===== config.mk =====
export PLATFORM = sky130hd
export DESIGN_NAME = key_bounce_gen
export DESIGN_NICKNAME = d
export VERILOG_FILES = /design/src/rtl/key_bounce_gen.sv
export SDC_FILE = /design/constraint.sdc
export NUM_CORES = 1
export LEC_CHECK = 0
export BUFFER_PORTS_ARGS = -buffer_cell sky130_fd_sc_hd__clkbuf_2
export CAP_MARGIN = 20
export CORE_UTILIZATION = 35
export CTS_CLUSTER_SIZE = 12
export DETAILED_ROUTE_END_ITERATION = 7
export PLACE_DENSITY = 0.6
export SLEW_MARGIN = 10
export SYNTH_ARGS = -nofsm -noshare
export SYNTH_HDL_FRONTEND = slang
export SYNTH_SLANG_ARGS = --single-unit

===== constraint.sdc =====
create_clock -name sclk -period 6.1 [get_ports sclk]
set_clock_uncertainty 0.15 [all_clocks]
set_input_delay 0.61 -clock sclk [delete_from_list [all_inputs] [get_ports sclk]]
set_output_delay 0.61 -clock sclk [all_outputs]
set_load 0.05 [all_outputs]

===== src/rtl/key_bounce_gen.sv =====
// Bouncing-key generator: one start pulse yields idle-high, LFSR pre-bounce, stable low, LFSR post-bounce, release.
// Latency: start sampled at edge N puts the first bounce bit on key after edge N; all outputs registered.
// Backpressure: none; start is ignored while busy and abort returns to IDLE on the next edge.
module key_bounce_gen #(
    parameter int unsigned BOUNCE_CYCLES = 100,
    parameter int unsigned HOLD_CYCLES   = 300,
    parameter logic [15:0] LFSR_SEED     = 16'hACE1
) (
    input  logic        sclk,
    input  logic        s_rst,
    input  logic        start,
    input  logic        abort,
    input  logic [15:0] hold_len,
    output logic        key,
    output logic        busy,
    output logic        done,
    output logic [7:0]  press_cnt
);
    localparam int unsigned CNT_W = (BOUNCE_CYCLES > 65535) ? $clog2(BOUNCE_CYCLES + 1) : 16;
    localparam logic [15:0] SEED_EFF = (LFSR_SEED == 16'h0000) ? 16'hACE1 : LFSR_SEED;
    localparam logic [CNT_W-1:0] BOUNCE_LD = CNT_W'(BOUNCE_CYCLES);
    localparam logic [CNT_W-1:0] CNT_ONE   = CNT_W'(1);
    localparam logic [15:0] HOLD_DFLT = 16'(HOLD_CYCLES);

    typedef enum logic [1:0] {
        IDLE = 2'd0,
        PRE  = 2'd1,
        HOLD = 2'd2,
        POST = 2'd3
    } state_t;

    state_t           state_q;
    state_t           state_d;
    logic [CNT_W-1:0] cnt_q;
    logic [CNT_W-1:0] cnt_d;
    logic [15:0]      hold_q;
    logic [15:0]      hold_d;
    logic [15:0]      lfsr_q;
    logic [15:0]      lfsr_d;
    logic             key_d;
    logic             busy_d;
    logic             done_d;
    logic [7:0]       press_d;

    // Fibonacci taps 16,14,13,11; a non-zero seed can never reach the all-zero lockup
    assign lfsr_d = {lfsr_q[14:0], lfsr_q[15] ^ lfsr_q[13] ^ lfsr_q[12] ^ lfsr_q[10]};

    always_ff @(posedge sclk or posedge s_rst) begin
        if (s_rst) begin
            state_q   <= IDLE;
            cnt_q     <= '0;
            hold_q    <= '0;
            lfsr_q    <= SEED_EFF;
            key       <= 1'b1;
            busy      <= 1'b0;
            done      <= 1'b0;
            press_cnt <= 8'd0;
        end else begin
            state_q   <= state_d;
            cnt_q     <= cnt_d;
            hold_q    <= hold_d;
            lfsr_q    <= lfsr_d;
            key       <= key_d;
            busy      <= busy_d;
            done      <= done_d;
            press_cnt <= press_d;
        end
    end

    always_comb begin
        state_d = state_q;
        cnt_d   = cnt_q;
        hold_d  = hold_q;
        key_d   = key;
        done_d  = 1'b0;
        press_d = press_cnt;

        unique case (state_q)
            IDLE: begin
                key_d = 1'b1;
                if (start && !abort) begin
                    state_d = PRE;
                    hold_d  = (hold_len == 16'd0) ? HOLD_DFLT : hold_len;
                    cnt_d   = BOUNCE_LD;
                    key_d   = lfsr_d[0];
                end
            end
            PRE: begin
                if (cnt_q == CNT_ONE) begin
                    state_d = HOLD;
                    cnt_d   = CNT_W'(hold_q);
                    key_d   = 1'b0;
                end else begin
                    cnt_d = cnt_q - CNT_ONE;
                    key_d = lfsr_d[0];
                end
            end
            HOLD: begin
                if (cnt_q == CNT_ONE) begin
                    state_d = POST;
                    cnt_d   = BOUNCE_LD;
                    key_d   = lfsr_d[0];
                end else begin
                    cnt_d = cnt_q - CNT_ONE;
                    key_d = 1'b0;
                end
            end
            POST: begin
                if (cnt_q == CNT_ONE) begin
                    state_d = IDLE;
                    cnt_d   = '0;
                    key_d   = 1'b1;
                    done_d  = 1'b1;
                    press_d = press_cnt + 8'd1;
                end else begin
                    cnt_d = cnt_q - CNT_ONE;
                    key_d = lfsr_d[0];
                end
            end
            default: begin
                state_d = IDLE;
                cnt_d   = '0;
                key_d   = 1'b1;
            end
        endcase

        // abort overrides any completion on the same edge
        if (abort && (state_q != IDLE)) begin
            state_d = IDLE;
            cnt_d   = '0;
            key_d   = 1'b1;
            done_d  = 1'b0;
            press_d = press_cnt;
        end

        busy_d = (state_d != IDLE);
    end
endmodule

==> metrics.md <==
| Metric | Value |
|---|---|
| Outcome | `complete, no violations` |
| Number of antenna violations at the first check in global routing | `0` |
| Clock power frac | `roughly 36%` |
| Number of buffers on the longest clock path | `2` |
| Clock latency of the later-clocked register in the worst-skew pair | `0.34 ns` |
| Achievable frequency | `349 MHz` |
| Pin slew with the least headroom to its limit | `~1.0 ns` |
| Std-Cell Core Area | `between 7000 and 8000 um2` |
| Path category of the worst min-delay check | `flop to flop` |
| Number of synthesized flops with an enable pin | `0` |
| Total track usage | `15.6%` |
| Post-Route WL | `between 6000 and 7000 um` |
| TritonCTS sink count | `61` |
| Pwr dens | `between 300 and 400 nW/um2` |
| Worst-path clk slew | `0.07 ns` |
| Post-synthesis cell count | `247` |
| Library cell occupying the most area in the post-synthesis netlist | `sky130_fd_sc_hd__dfrtp_1` |
| Leftover overflow at the end of global routing | `0` |
| Number of global-route vias before repair | `2032` |
| First-pass DRT Iterations | `4` |
| Syn Nets | `270` |
| Sequential power share | `44.8%` |
| Path type of the worst setup path | `flop to flop` |
| Filler Cell Count | `758` |
| Vias per inst | `5.50` |
| Max-cap violation count | `0` |
| Summed instance area of the synthesized netlist | `2850 um2` |
| Die area | `8510 um2` |
| Seq cells post-synth | `61` |
| Post-detailed-route count of antenna-violating nets | `0` |
| Design Power | `around 0.0011 W` |
| TritonCTS buffer count | `9` |
| Area added between synthesis and finish | `17.2%` |
| RSZ-0062 raised after global routing | `false` |
| Seq/Total Area, Yosys | `54.0%` |
| Post-layout net count | `slightly above 300` |
| Hpwl dp | `4260 um` |
| Switching component of the power | `0.000325 W` |
| Post CTS Setup Buffer Count | `0` |
| Slew margin rel. | `31.6%` |
| Fraction of final layout cells sized beyond drive strength 1 | `~29%` |
| I/O pin cnt | `31` |
| DRC Markers | `0` |
| Maximum resistive drop on vdd | `0.147 mV` |
| Cell chosen for the clock root | `sky130_fd_sc_hd__clkbuf_8` |
| Min Tclk post-route | `approximately 2.9 ns` |
| Area taken by flip-flops and latches | `1540 um2` |
| Most frequent standard cell in the layout excluding fill and tap cells | `sky130_fd_sc_hd__dfrtp_1` |
| Arrival @ worst endpoint | `2.93 ns` |
| Floorplan die width | `slightly above 90 um` |
| Wire length of the first global-routing pass | `9980 um` |
| Die height | `about 92 um` |
| Top flip-flop cell by instance count after synthesis | `sky130_fd_sc_hd__dfrtp_1` |
| Cells resized by post-CTS repair | `0` |
| Required arrival time at the worst endpoint | `6.17 ns` |
| H-tree levels | `3` |
| Synthesis Warnings | `0` |
| Site row count | `32` |
| Per-instance average area after synthesis | `around 12 um2` |
| Total negative slack | `0 ns` |
| Count of final setup violators | `0` |
| Final weighted congestion of routability-driven global placement | `0.884` |
| Diode count | `0` |
| Internal power contribution | `between 0.0007 and 0.0008 W` |
| Routed length per instance | `roughly 16 um` |
| Initial core utilization | `36.5%` |
| Synth top area cells | `sky130_fd_sc_hd__dfrtp_1 (46%), sky130_fd_sc_hd__dfstp_2 (8.3%), sky130_fd_sc_hd__mux2_2 (4.7%)` |
| Clock tree from TritonCTS | `done` |
| Switching Share | `29.5%` |
| Final number of max-transition violations | `0` |
| Worst hold-check slack | `0.200 ns` |
| Category of the worst setup path capture point | `flop` |
| Count of vias placed by the detailed router | `2145` |
| Comb power frac | `19.2%` |
| Largest net degree at the start of global routing | `62` |
| Portion of the clock cycle consumed by the worst path in the final layout | `a little under half` |
| Starting DRT DRC Count | `165` |
| Leakage power | `about 1.5 nW` |
| Number of endpoints with negative hold slack in the final report | `0` |
| Area fraction of the dominant cell type after synthesis | `45.7%` |
| Number of I/O port buffers | `30` |
| Post-cts hold buffer count | `0` |
| Commonest cells after routing, fill and taps aside | `sky130_fd_sc_hd__dfrtp_1 (52), sky130_fd_sc_hd__clkbuf_2 (30), sky130_fd_sc_hd__nand2_1 (13)` |
| Async SR Flop Fraction | `100%` |
| Kind of launch point of the worst setup path | `flop` |
| Yosys cell types | `56` |
| Multi-input gate area | `between 1000 and 1500 um2` |
| Largest fanout of any net on the critical path | `12` |
## cell families (layout without fill, tap and decap cells)
family                     count (synthesis)  after routing  share of synthesized area [%]
AOI/OAI and AO/OA                         59             59                           14.4
xor gates and xnor gates                  12             12                           3.69
adders and majority gates                  3              3                           1.32
buffers and inverters                     15             56                           2.15
DFF                                       61             61                           54.0
muxes                                     13             13                           5.14
and+or+nand+nor                           84             84                           19.3
## per-stage QoR
| stage | util, % | instances | instance area [um2] | setup WS, ns |
|---|---|---|---|---|
| 2_1_floorplan | - | 247 | 2850 | 3.84 |
| 3_3_place_gp | 39.9 | 374 | 3120 | 3.34 |
| 3_5_place_dp | 39.9 | 374 | 3120 | 3.30 |
| 4_1_cts | 42.8 | 390 | 3340 | 3.29 |
| 5_1_grt | 42.8 | 390 | 3340 | 3.04 |
| 6_report | 42.8 | 390 | 3340 | 3.24 |
## critical path, stage by stage (launching register included)
cell                      delay (ns)
sky130_fd_sc_hd__dfrtp_1        0.45
sky130_fd_sc_hd__nor4_2         0.91
sky130_fd_sc_hd__nand4_2        0.42
sky130_fd_sc_hd__nand2_1        0.35
sky130_fd_sc_hd__o21ai_0        0.13
sky130_fd_sc_hd__a221o_1        0.33
## power by group through the flow
stage	clock network [W]	registers, W	logic [W]
CTS	0.000412	0.000495	0.000212
global route	0.000426	0.000501	0.000235
floorplan	0	0.000494	0.000162
global placement	0	0.000501	0.000212
finish	0.000397	0.000495	0.000213
detailed placement	0	0.000502	0.000211
## Yosys cell counts (all sizes together) (5+ instances only)
| library cell | n |
|---|---|
| inv | 8 |
| dfstp | 9 |
| nand3 | 10 |
| nand4 | 5 |
| dfrtp | 52 |
| nor3 | 12 |
| nor4 | 12 |
| a211o | 5 |
| xnor2 | 9 |
| nand2 | 13 |
| a21oi | 7 |
| mux2 | 13 |
| nor2 | 12 |
| o21ai | 14 |
## state kept, by name (all words and copies together) (netlist names)
name / cells
lfsr_q: 16
key: 1
hold_q: 16
press_cnt: 8
busy: 1
state_q: 2
cnt_q: 16
done: 1
## layout make-up
cell class	count	area share, %
Inverter	8	0.899
Sequential cell	61	46.0
Tap cell	102	3.82
Clock inverter	6	2.58
Multi-Input combinational cell	171	37.6
Clock buffer	10	4.12
Timing Repair Buffer	32	4.94
## per-layer routing
layer | part of all wire (%) | routed length (um) | vias to the layer above | GRT usage, %
li1 | - | - | 1016 | -
met1 | 48 | 2930 | 1052 | 21.1
met2 | 45 | 2740 | 69 | 23.0
met3 | 5.6 | 342 | 8 | 4.73
met4 | 1.5 | 89 | 0 | 6.77
met5 | 0 | 0 | - | 0
## worst paths after layout
check / start / end / slack, ns / cells after the start
worst max-delay path: cnt_q[3]$_DFFE_PP0P_ / cnt_q[8]$_DFFE_PP0P_ / 3.24 / 5
worst min-delay path: lfsr_q[3]$_DFF_PP0_ / lfsr_q[4]$_DFF_PP0_ / 0.20 / 0
worst max register to register: cnt_q[3]$_DFFE_PP0P_ / cnt_q[8]$_DFFE_PP0P_ / 3.24 / 5
worst min register to register: lfsr_q[3]$_DFF_PP0_ / lfsr_q[4]$_DFF_PP0_ / 0.20 / 0
max in group asynchronous: s_rst / hold_q[11]$_DFFE_PP0P_ / 5.00 / 3
min in group asynchronous: s_rst / lfsr_q[2]$_DFF_PP0_ / 0.32 / 3
Note: power is estimated with default switching activity, not from simulation.
